$ cat src/rtl/csi2_pkt_handler.sv
// CSI-2 packet handler: turns decoded headers into sync pulses, strips long-packet payload
// into byte-enabled words and checks the payload CRC-16.
module csi2_pkt_handler #(
    parameter bit CRC_EN = 1'b1
) (
    input  logic        clk,
    input  logic        reset,
    input  logic        lp_in,
    input  logic [31:0] mipi_dat,
    input  logic        dat_vld,
    input  logic        ecc_end,
    input  logic [5:0]  dat_type,
    input  logic [15:0] WC,
    input  logic        EccErr,
    output logic        fs,
    output logic        fe,
    output logic        ls,
    output logic        le,
    output logic [15:0] frame_num,
    output logic [31:0] pix_dat,
    output logic [3:0]  pix_be,
    output logic        pix_vld,
    output logic        pix_sol,
    output logic        pix_eol,
    output logic [5:0]  pix_type,
    output logic        crc_err,
    output logic        ecc_drop,
    output logic        trunc_err,
    output logic        busy
);

    typedef enum logic [1:0] {StIdle, StPayload, StCrc, StDrop} state_e;

    state_e      state_q, state_d;
    logic [15:0] rem_q, rem_d;
    logic [15:0] crc_q, crc_d;
    logic [7:0]  crc_lo_q, crc_lo_d;
    logic        crc_half_q, crc_half_d;
    logic        first_q, first_d;

    logic        fs_d, fe_d, ls_d, le_d, vld_d, sol_d, eol_d;
    logic        crc_err_d, ecc_drop_d, trunc_err_d;
    logic [15:0] frame_d;
    logic [31:0] dat_d;
    logic [3:0]  be_d;
    logic [5:0]  type_d;

    // Reflected CRC-16 (poly 0x1021 -> 0x8408), one byte LSB first.
    function automatic logic [15:0] crc_byte(input logic [15:0] crc, input logic [7:0] b);
        logic [15:0] c;
        c = crc ^ {8'h00, b};
        for (int i = 0; i < 8; i++) begin
            c = c[0] ? ((c >> 1) ^ 16'h8408) : (c >> 1);
        end
        return c;
    endfunction

    state_e      cur_state;
    logic [15:0] cur_rem, cur_crc, crc_f, rx;
    logic        cur_half, cur_first, done;
    logic [2:0]  n;

    always_comb begin
        state_d     = state_q;
        rem_d       = rem_q;
        crc_d       = crc_q;
        crc_lo_d    = crc_lo_q;
        crc_half_d  = crc_half_q;
        first_d     = first_q;
        fs_d        = 1'b0;
        fe_d        = 1'b0;
        ls_d        = 1'b0;
        le_d        = 1'b0;
        vld_d       = 1'b0;
        sol_d       = 1'b0;
        eol_d       = 1'b0;
        crc_err_d   = 1'b0;
        ecc_drop_d  = 1'b0;
        trunc_err_d = 1'b0;
        frame_d     = frame_num;
        dat_d       = pix_dat;
        be_d        = pix_be;
        type_d      = pix_type;
        cur_state   = state_q;
        cur_rem     = rem_q;
        cur_crc     = crc_q;
        cur_half    = crc_half_q;
        cur_first   = first_q;
        crc_f       = crc_q;
        rx          = 16'h0000;
        done        = 1'b0;
        n           = 3'd0;

        if (lp_in) begin
            if (state_q == StPayload || state_q == StCrc) begin
                trunc_err_d = 1'b1;
                crc_d       = 16'hFFFF;
                crc_half_d  = 1'b0;
            end
            state_d = StIdle;
        end else begin
            if (state_q == StIdle && ecc_end) begin
                if (EccErr) begin
                    ecc_drop_d = 1'b1;
                    state_d    = StDrop;
                end else if (dat_type < 6'h10) begin
                    case (dat_type)
                        6'h00: begin
                            fs_d    = 1'b1;
                            frame_d = WC;
                        end
                        6'h01:   fe_d = 1'b1;
                        6'h02:   ls_d = 1'b1;
                        6'h03:   le_d = 1'b1;
                        default: ;
                    endcase
                end else begin
                    // The word sharing the ecc_end cycle belongs to the new packet.
                    type_d     = dat_type;
                    cur_state  = (WC == 16'd0) ? StCrc : StPayload;
                    cur_rem    = WC;
                    cur_crc    = 16'hFFFF;
                    cur_half   = 1'b0;
                    cur_first  = 1'b1;
                    state_d    = cur_state;
                    rem_d      = WC;
                    crc_d      = 16'hFFFF;
                    crc_half_d = 1'b0;
                    first_d    = 1'b1;
                end
            end

            crc_f = cur_crc;
            if (dat_vld && cur_state == StPayload) begin
                n = (cur_rem >= 16'd4) ? 3'd4 : cur_rem[2:0];
                for (int i = 0; i < 4; i++) begin
                    if (3'(i) < n) crc_f = crc_byte(crc_f, mipi_dat[8*i +: 8]);
                end
                vld_d   = 1'b1;
                dat_d   = mipi_dat;
                sol_d   = cur_first;
                first_d = 1'b0;
                rem_d   = cur_rem - 16'(n);
                crc_d   = crc_f;
                case (n)
                    3'd1:    be_d = 4'b0001;
                    3'd2:    be_d = 4'b0011;
                    3'd3:    be_d = 4'b0111;
                    default: be_d = 4'b1111;
                endcase
                if (cur_rem == 16'(n)) begin
                    eol_d = 1'b1;
                    // Unused tail bytes of the last payload word carry the CRC, LSB first.
                    case (n)
                        3'd1: begin
                            rx   = mipi_dat[23:8];
                            done = 1'b1;
                        end
                        3'd2: begin
                            rx   = mipi_dat[31:16];
                            done = 1'b1;
                        end
                        3'd3: begin
                            crc_lo_d   = mipi_dat[31:24];
                            crc_half_d = 1'b1;
                            state_d    = StCrc;
                        end
                        default: begin
                            crc_half_d = 1'b0;
                            state_d    = StCrc;
                        end
                    endcase
                end
            end else if (dat_vld && cur_state == StCrc) begin
                rx   = cur_half ? {mipi_dat[7:0], crc_lo_q} : mipi_dat[15:0];
                done = 1'b1;
            end

            if (done) begin
                crc_err_d  = CRC_EN && (rx != crc_f);
                crc_d      = 16'hFFFF;
                crc_half_d = 1'b0;
                state_d    = StIdle;
            end
        end
    end

    always_ff @(posedge clk or posedge reset) begin
        if (reset) begin
            state_q    <= StIdle;
            rem_q      <= 16'd0;
            crc_q      <= 16'hFFFF;
            crc_lo_q   <= 8'h00;
            crc_half_q <= 1'b0;
            first_q    <= 1'b0;
            fs         <= 1'b0;
            fe         <= 1'b0;
            ls         <= 1'b0;
            le         <= 1'b0;
            frame_num  <= 16'd0;
            pix_dat    <= 32'd0;
            pix_be     <= 4'd0;
            pix_vld    <= 1'b0;
            pix_sol    <= 1'b0;
            pix_eol    <= 1'b0;
            pix_type   <= 6'd0;
            crc_err    <= 1'b0;
            ecc_drop   <= 1'b0;
            trunc_err  <= 1'b0;
        end else begin
            state_q    <= state_d;
            rem_q      <= rem_d;
            crc_q      <= crc_d;
            crc_lo_q   <= crc_lo_d;
            crc_half_q <= crc_half_d;
            first_q    <= first_d;
            fs         <= fs_d;
            fe         <= fe_d;
            ls         <= ls_d;
            le         <= le_d;
            frame_num  <= frame_d;
            pix_dat    <= dat_d;
            pix_be     <= be_d;
            pix_vld    <= vld_d;
            pix_sol    <= sol_d;
            pix_eol    <= eol_d;
            pix_type   <= type_d;
            crc_err    <= crc_err_d;
            ecc_drop   <= ecc_drop_d;
            trunc_err  <= trunc_err_d;
        end
    end

    assign busy = (state_q != StIdle);

endmodule

$ cat config.mk
export PLATFORM = sky130hd
export DESIGN_NAME = csi2_pkt_handler
export DESIGN_NICKNAME = d
export VERILOG_FILES = /design/src/rtl/csi2_pkt_handler.sv
export SDC_FILE = /design/constraint.sdc
export NUM_CORES = 1
export LEC_CHECK = 0
export ABC_AREA = 1
export BUFFER_PORTS_ARGS = -buffer_cell sky130_fd_sc_hd__buf_2
export CAP_MARGIN = 20
export CORE_MARGIN = 3
export CORE_UTILIZATION = 50
export DETAILED_ROUTE_END_ITERATION = 6
export PLACE_DENSITY = 0.71
export SLEW_MARGIN = 20
export SYNTH_ARGS = -nofsm -noshare
export SYNTH_HDL_FRONTEND = slang
export SYNTH_SLANG_ARGS = --single-unit
$ cat constraint.sdc
create_clock -name clk -period 9.15 [get_ports clk]
set_clock_uncertainty 0.2 [all_clocks]
set_input_delay 0.915 -clock clk [delete_from_list [all_inputs] [get_ports clk]]
set_output_delay 0.915 -clock clk [all_outputs]
set_load 0.005 [all_outputs]
==> impl_metrics.py, run 1 <==
metrics = {
    "run_status": {
        "status": "completed",
    },
    "clocking": {
        "post_cts_buffers": 0,
        "postCtsHoldBufs": 0,
        "insertion_delay_ns": 0.38,
        "clk_pin_slew_ns": 0.09,
        "cts_max_path_buffers": 2,
        "cts_max_level": 3,
        "cts_root_buffer": "clkbuf_16",
        "numCtsBuffers": 9,
        "ctsResizeCount": 0,
        "numClockSinks": 112,
        "tritoncts": "built",
    },
    "yosys": {
        "ys_warn_count": 0,
        "syn_avg_cell_area_um2": 6.253,
        "syn_inst": 1452,
        "synth_seq_cells": 112,
        "synth_edf_count": 0,
        "synth-async-reset-ratio_pct": 100.0,
        "syn-cell-area_mm2": 0.009080,
        "synth_commonest_cells": "nand2_1, nand3_1, inv_1",
        "synth_flop_cell": "dfrtp_1",
        "ys_seq_area_share_pct": 31.09,
        "synth_top_cell_area_share_pct": 26.46,
        "synthDistinctLibCells": 46,
        "synth.most_common_cell": "nand2_1",
        "synth_top_area_cell": "dfrtp_1",
        "synth_nets": 1514,
        "ys_top_cells_by_area": "dfrtp_1, nand2_1, nand3_1, inv_1, o21ai_0",
    },
    "drt": {
        "final_antenna_net_count": 0,
        "top_layer_used": "met4",
        "drt_pass1_iterations": 6,
        "route.met2.wl_mm": 13.82,
        "met3_length_mm": 3.917,
        "first_iter_violations": 1212,
        "wirelength_mm": 33.98,
        "wl_met1_mm": 15.31,
        "wire_per_inst_um": 19.11,
        "via_per_inst": 5.697,
        "drc": 0,
        "via_count": 10130,
    },
    "setup_path": {
        "crit_path_start": "EccErr",
        "critical_path_arrival_ns": 6.43,
        "rr_worst_depth": 34,
        "critPathMaxFanout": 46,
        "cp.required_ns": 9.22,
        "path_class": "in -> reg",
        "r2r_setup_slack_ns": 2.84,
        "timing.rr.end": "crc_err",
        "crit_family": "simple AND/OR/NAND/NOR gates",
        "crit_slowest_cell": "inv_1",
        "endpoint": "crc_err",
        "cp_slowest_stage_delay_ns": 0.67,
        "crit_top_cell": "nand2_1",
        "r2r_start": "state_q[0]",
        "crit_buf_inv": 7,
        "endpoint_kind": "flop",
        "cp.depth": 32,
        "cp-start-kind": "primary input",
    },
    "floorplan": {
        "fp.coreArea_mm2": 0.01754,
        "boundaryPins": 129,
        "die_h_um": 140.8,
        "start_util_pct": 51.78,
        "num_rows": 48,
        "dieArea_mm2": 0.01981,
        "dieWidth_um": 140.8,
    },
    "global_route": {
        "overflow": 0,
        "grtUsageTotal_pct": 34.40,
        "grt_pass1_vias": 9204,
        "grt_max_degree": 65,
        "antenna_found_initial": 1,
        "grt_pass1_wl_mm": 53.01,
    },
    "timing": {
        "relSlewSlack_pct": 38.00,
        "fin_ws_ns": 2.791,
        "final.period_utilization_pct": 69.50,
        "timing.fmax_mhz": 157.2,
        "drv_slew": 0,
        "rsz0062_at_grt": "no",
        "finalSetupViolCount": 0,
        "fin_tns_setup_ns": 0,
        "worstMarginPinSlew_ns": 0.9273,
        "whs_ns": 0.2799,
        "hold_violations": 0,
        "period_needed_ns": 6.359,
    },
    "placed_design": {
        "place_congestion": 1.053,
        "dpl.hpwl_mm": 26.77,
        "pre_cts_ws_ns": 2.592,
        "port_buffers": 128,
    },
    "finish": {
        "n_fill_cell": 1841,
        "syn2layout_area_growth_pct": 11.05,
        "fin_nets": 1610,
        "drive_above_1_share_pct": 17.13,
        "diodes": 0,
    },
    "power": {
        "power_density_mw_per_mm2": 295.2,
        "peakVddDrop_mv": 0.2020,
        "p_leak_nw": 5.634,
    },
    "flow_run": {
        "maxCapViolCount": 0,
    },
    "hold_path": {
        "hp-class": "reg -> reg",
    },
}
## tightest hold or removal path: cells and delay by family, from the launching register on
kind,cells,cell delay (ns)
AOI/OAI and AO/OA,1,0.05
DFF,1,0.37
buffers and inverters,1,0.06
## state kept, by name, summed over array words and instances (netlist names), 2 cells and up
| name | count |
|---|---|
| pix_be | 4 |
| crc_q | 16 |
| pix_type | 6 |
| pix_dat | 32 |
| state_q | 2 |
| rem_q | 16 |
| frame_num | 16 |
| crc_lo_q | 8 |
## final cells by class
class                      count  area, um^2  share of cell area, %
sequential                   112        2823                  27.99
clock inverter                 7       93.84                 0.9306
inverter                     173       651.9                  6.465
multi-input combinational   1117        5315                  52.71
timing repair buffer         135       693.2                  6.874
tap                          225       281.5                  2.792
clock buffer                   9       225.2                  2.234
## how the worst min path moves through the flow
stage | endpoint | start | cells after the start
after detailed placement | frame_num[9] | frame_num[9] | 2
final | crc_q[6] | crc_q[6] | 2
after floorplan | crc_q[6] | crc_q[6] | 2
after global routing | pix_be[0] | pix_be[0] | 1
after CTS | crc_q[6] | crc_q[6] | 2
after global placement | pix_be[0] | pix_be[0] | 1
## cells in the final DEF, fill, tap and decap left out, drive strengths merged, types with 4 or more instances in the layout
| cell type | n |
|---|---|
| nand2 | 568 |
| nand3 | 242 |
| inv | 172 |
| buf | 135 |
| o21ai | 119 |
| dfrtp | 96 |
| nor2 | 63 |
| nand4 | 24 |
| o22ai | 21 |
| a21oi | 19 |
| dfstp | 16 |
| nor3 | 13 |
| xor2 | 9 |
| clkbuf | 9 |
| clkinv | 8 |
| nand3b | 5 |
| nor4 | 4 |
| a31oi | 4 |
| a22oi | 4 |
| a22o | 4 |
## cell families (layout without fill, tap and decap cells)
kind of cell / after synthesis / after routing / share of synthesized area, %
AND/OR/NAND/NOR: 923 / 923 / 45.76
buffers and inverters: 223 / 324 / 10.49
AO/OA/AOI/OAI: 181 / 181 / 11.38
flip-flops: 112 / 112 / 31.09
XOR/XNOR: 10 / 10 / 0.9647
adder cells (fa/ha/maj): 2 / 2 / 0.2756
other: 1 / 1 / 0.04130
## report_power, final
group / internal (mW) / switching, mW / total (mW) / leakage [nW]
Combinational: 0.582 / 1.28 / 1.86 / 4.07
Clock: 0.202 / 0.236 / 0.438 / 0.154
Sequential: 0.620 / 0.0531 / 0.673 / 1.40
Total: 1.40 / 1.57 / 2.98 / 5.63
## routing by layer
layer | up-vias | track usage (%)
met5 | - | 0
met4 | 0 | 8.924
met3 | 67 | 8.073
met2 | 518 | 49.17
met1 | 4635 | 52.08
li1 | 4910 | -
## through the flow
stage	instances	utilization, %	instance area (um^2)	total power [mW]
finish	1778	57.50	10080	2.976
global route	1778	57.50	10080	3.244
global placement	1762	55.68	9764	2.482
detailed placement	1762	55.68	9764	2.495
floorplan	1452	-	9080	2.003
CTS	1778	57.50	10080	2.938
(Power assumes the default switching activity.)
==> inputs of run 2 (changes only) <==
==> constraint.sdc (replaced) <==
create_clock -name clk -period 6.06 [get_ports clk]
set_clock_uncertainty 0.2 [all_clocks]
set_input_delay 0.606 -clock clk [delete_from_list [all_inputs] [get_ports clk]]
set_output_delay 0.606 -clock clk [all_outputs]
set_load 0.005 [all_outputs]
==> impl_metrics.py, run 2 (synthesis gave the netlist of run 1 again) <==
metrics = {
    "finish": {
        "n_fill_cell": 1807,
        "design_area_mm2": 0.01019,
        "fin_nets": 1625,
        "top_register": "pix_dat",
        "postLayoutCoreUtil_pct": 58.10,
        "syn2layout_area_growth_pct": 12.21,
        "final_common_cell": "nand2_1",
        "seq_area_mm2": 0.002823,
        "drive_above_1_share_pct": 17.98,
        "stdcell_count": 1793,
        "largest_register_ffs": 32,
        "layout_common_cells": "nand2_1, nand3_1, inv_1",
        "diodes": 0,
        "multi_input_area_mm2": 0.005328,
    },
    "floorplan": {
        "fp.coreArea_mm2": 0.01754,
        "dieArea_mm2": 0.01981,
        "dieWidth_um": 140.8,
        "boundaryPins": 129,
        "die_h_um": 140.8,
        "start_util_pct": 51.78,
        "num_rows": 48,
    },
    "global_route": {
        "grt_pass1_wl_mm": 52.78,
        "grt_pass1_vias": 9276,
        "antenna_found_initial": 0,
        "grt_max_degree": 68,
        "overflow": 0,
        "grtUsageTotal_pct": 34.20,
    },
    "setup_path": {
        "cp.required_ns": 6.12,
        "path_class": "reg -> reg",
        "crit_slowest_cell": "dfrtp_1",
        "crit_buf_inv": 6,
        "crit_top_cell": "nand2_1",
        "endpoint_kind": "flop",
        "crit_family": "simple AND/OR/NAND/NOR gates",
        "cp_slowest_stage_delay_ns": 0.41,
        "cp-start-kind": "flop",
        "critical_path_arrival_ns": 5.54,
        "critPathMaxFanout": 20,
    },
    "clocking": {
        "clk_pin_slew_ns": 0.08,
        "cts_max_level": 3,
        "tritoncts": "built",
        "postCtsHoldBufs": 0,
        "numCtsBuffers": 9,
        "numClockSinks": 112,
        "cts_root_buffer": "clkbuf_16",
        "insertion_delay_ns": 0.37,
        "cts_max_path_buffers": 2,
    },
    "timing": {
        "worstMarginPinSlew_ns": 0.9527,
        "hold_violations": 0,
        "drv_slew": 0,
        "final.period_utilization_pct": 90.37,
        "fin_tns_setup_ns": 0,
        "period_needed_ns": 5.476,
        "rsz0062_at_grt": "no",
        "relSlewSlack_pct": 36.42,
        "finalSetupViolCount": 0,
        "timing.fmax_mhz": 182.6,
        "fin_ws_ns": 0.5836,
    },
    "drt": {
        "via_count": 10370,
        "wirelength_mm": 34.30,
        "wire_per_inst_um": 19.13,
        "first_iter_violations": 1334,
        "drc": 0,
        "via_per_inst": 5.781,
        "final_antenna_net_count": 0,
        "drt_pass1_iterations": 6,
    },
    "placed_design": {
        "dpl.hpwl_mm": 26.93,
        "place_inst": 1770,
        "place_congestion": 1.048,
        "port_buffers": 128,
        "pre_cts_ws_ns": 0.4123,
        "placed_cell_area_mm2": 0.009824,
    },
    "flow_run": {
        "maxCapViolCount": 0,
    },
    "power": {
        "p_leak_nw": 5.706,
        "peakVddDrop_mv": 0.3385,
        "power_density_mw_per_mm2": 440.9,
    },
    "hold_path": {
        "hp-class": "in -> async",
    },
    "run_status": {
        "status": "completed",
    },
}
## run 2: changes by cell type in the layout (fill, tap and decap cells not counted), sizes merged
cell,previous run,this run
buf,135,149
clkbuf,9,10
inv,172,171
nand3,242,243
## run 2: area by class of cell
class	count	share of cell area [%]
multi-input cells	1118	52.29
flip-flops and latches	112	27.70
repair buffers	149	7.835
inverters	173	6.398
well taps	225	2.763
clock buffers	10	2.346
clock inverters	6	0.6631
## run 2: final timing paths
| check | startpoint | endpoint | slack, ns | cells past startpoint |
|---|---|---|---|---|
| worst min register to register | pix_be[0] | pix_be[0] | 0.26 | 1 |
| worst max register to register | state_q[0] | crc_err | 0.58 | 41 |
| min in group clk | dat_type[0] | ls | 0.24 | 2 |
| max in group asynchronous | reset | crc_err | 4.34 | 3 |
| worst min-delay path | reset | pix_dat[16] | 0.19 | 2 |
| worst max-delay path | state_q[0] | crc_err | 0.58 | 41 |
## run 2: repair_timing
item / 4_1_cts / 5_1_grt
gates resized for setup: 0 / 1
hold endpoints to repair: 0 / 0
setup buffers: 0 / 6
setup endpoints to repair: 0 / 1
## run 2: routing by layer
metal	part of all wire, %	vias to the layer above	GRT usage (%)
met5	0	-	0
met4	3.0	0	9.740
met3	12	75	7.293
met2	41	589	48.51
met1	45	4761	52.25
li1	-	4941	-
## run 2: power breakdown
part | switching, mW | leakage [nW] | total [mW] | internal [mW]
logic | 1.96 | 4.15 | 2.85 | 0.891
clock network | 0.316 | 0.152 | 0.622 | 0.306
registers | 0.0813 | 1.40 | 1.02 | 0.937
total | 2.36 | 5.71 | 4.49 | 2.13
## run 2: metrics by stage
stage	hold slack [ns]	total power, mW
detailed placement	0.2535	3.790
global placement	0.2488	3.767
global route	0.2436	4.886
floorplan	0.2461	3.025
finish	0.1888	4.492
CTS	0.2298	4.419
==> inputs of run 3 (changes only) <==
--- a/config.mk
+++ b/config.mk
@@ -12,6 +12,7 @@
 export CORE_UTILIZATION = 50
 export DETAILED_ROUTE_END_ITERATION = 6
 export PLACE_DENSITY = 0.71
+export REMOVE_ABC_BUFFERS = 1
 export SLEW_MARGIN = 20
 export SYNTH_ARGS = -nofsm -noshare
 export SYNTH_HDL_FRONTEND = slang
==> impl_metrics.py, run 3 (synthesis gave the netlist of run 1 again) <==
metrics = {
    "power": {
        "power_mw": 4.393,
        "switching_share_pct": 51.62,
        "peakVddDrop_mv": 0.2178,
        "pwr-share-clk_pct": 14.4,
        "power_switching_mw": 2.268,
        "internal-power_mw": 2.125,
        "p_leak_nw": 5.675,
        "p_comb_share_pct": 62.5,
        "p_seq_share_pct": 23.1,
        "power_density_mw_per_mm2": 433.2,
    },
    "drt": {
        "drc": 0,
        "first_iter_violations": 1281,
        "final_antenna_net_count": 0,
        "via_count": 10150,
        "via_per_inst": 5.680,
        "wirelength_mm": 30.54,
        "drt_pass1_iterations": 6,
        "wire_per_inst_um": 17.09,
    },
    "timing": {
        "drv_slew": 0,
        "timing.fmax_mhz": 183.3,
        "period_needed_ns": 5.456,
        "worstMarginPinSlew_ns": 0.9848,
        "hold_violations": 0,
        "finalSetupViolCount": 0,
        "fin_ws_ns": 0.6037,
        "rsz0062_at_grt": "no",
        "final.period_utilization_pct": 90.04,
        "whs_ns": 0.1431,
        "relSlewSlack_pct": 34.19,
        "fin_tns_setup_ns": 0,
    },
    "setup_path": {
        "crit_buf_inv": 5,
        "r2r_setup_slack_ns": 0.60,
        "cp_slowest_stage_delay_ns": 0.39,
        "cp-start-kind": "flop",
        "endpoint_kind": "flop",
        "cp.depth": 39,
        "path_class": "reg -> reg",
        "crit_family": "simple AND/OR/NAND/NOR gates",
        "crit_top_cell": "nand2_1",
        "crit_path_start": "state_q[0]",
        "endpoint": "crc_err",
        "cp.required_ns": 6.14,
        "critical_path_arrival_ns": 5.53,
        "r2r_start": "state_q[0]",
        "timing.rr.end": "crc_err",
        "crit_slowest_cell": "dfrtp_1",
        "rr_worst_depth": 39,
        "critPathMaxFanout": 27,
    },
    "finish": {
        "syn2layout_area_growth_pct": 11.70,
        "final_common_cell": "nand2_1",
        "layout_common_cells": "nand2_1, nand3_1, inv_1",
        "drive_above_1_share_pct": 17.67,
        "fin_nets": 1619,
        "stdcell_count": 1787,
        "n_fill_cell": 1820,
        "diodes": 0,
        "top_register": "pix_dat",
        "largest_register_ffs": 32,
    },
    "global_route": {
        "grt_pass1_wl_mm": 48.64,
        "grt_max_degree": 73,
        "grtUsageTotal_pct": 30.80,
        "antenna_found_initial": 0,
        "grt_pass1_vias": 9122,
        "overflow": 0,
    },
    "run_status": {
        "status": "completed",
    },
    "floorplan": {
        "fp.coreArea_mm2": 0.01754,
        "dieWidth_um": 140.8,
        "boundaryPins": 129,
        "num_rows": 48,
        "die_h_um": 140.8,
        "start_util_pct": 51.78,
        "dieArea_mm2": 0.01981,
    },
    "clocking": {
        "numCtsBuffers": 9,
        "cts_root_buffer": "clkbuf_16",
        "insertion_delay_ns": 0.38,
        "cts_max_path_buffers": 2,
        "numClockSinks": 112,
        "cts_max_level": 3,
        "post_cts_buffers": 0,
        "postCtsHoldBufs": 0,
        "clk_pin_slew_ns": 0.09,
        "tritoncts": "built",
    },
    "placed_design": {
        "pre_cts_ws_ns": 0.6697,
        "place_inst": 1771,
        "port_buffers": 128,
        "dpl.hpwl_mm": 23.45,
        "place_congestion": 0.9866,
    },
    "flow_run": {
        "maxCapViolCount": 0,
    },
    "hold_path": {
        "hp-class": "in -> async",
    },
}
[run 3: stage by stage]
step,utilization [%],area [um^2]
global placement,56.06,9832
finish,57.83,10140
detailed placement,56.06,9832
global route,57.83,10140
floorplan,-,8777
CTS,57.83,10140
[run 3: what timing repair did]
| item | CTS | global route |
|---|---|---|
| hold endpoints to repair | 0 | 0 |
| resized for setup | 0 | 0 |
| setup endpoints to repair | 0 | 1 |
[run 3: cell type report]
| cell class | instances | area, um^2 | share of cell area (%) |
|---|---|---|---|
| clock buffer | 10 | 239.0 | 2.356 |
| timing repair buffer | 144 | 760.7 | 7.501 |
| multi-input combinational | 1117 | 5315 | 52.41 |
| inverter | 173 | 653.1 | 6.440 |
| sequential | 112 | 2823 | 27.83 |
| tap | 225 | 281.5 | 2.776 |
| clock inverter | 6 | 70.07 | 0.6908 |
[run 3: layer usage]
layer,global-route usage (%),part of all wire [%],vias to the layer above
met5,0,0,-
met2,46.62,43,523
li1,-,-,4946
met4,9.587,2.6,0
met3,5.054,9.7,64
met1,45.16,45,4617
[run 3: how the worst min path moves through the flow]
stage	from	endpoint	slack [ns]	cells after the start
6_report	reset	pix_dat[24]	0.14	2
5_1_grt	reset	pix_dat[28]	0.20	2
4_1_cts	reset	pix_dat[24]	0.18	2
3_5_place_dp	pix_be[0]	pix_be[0]	0.26	1
3_3_place_gp	pix_be[0]	pix_be[0]	0.25	1
2_1_floorplan	crc_q[6]	crc_q[6]	0.25	2
[run 3: power by group through the flow]
stage / clock network, mW / logic (mW) / registers (mW)
finish: 0.635 / 2.75 / 1.01
global route: 0.670 / 3.09 / 1.03
CTS: 0.642 / 2.69 / 1.01
detailed placement: 0 / 2.68 / 1.03
global placement: 0 / 2.66 / 1.02
floorplan: 0 / 1.98 / 1.03
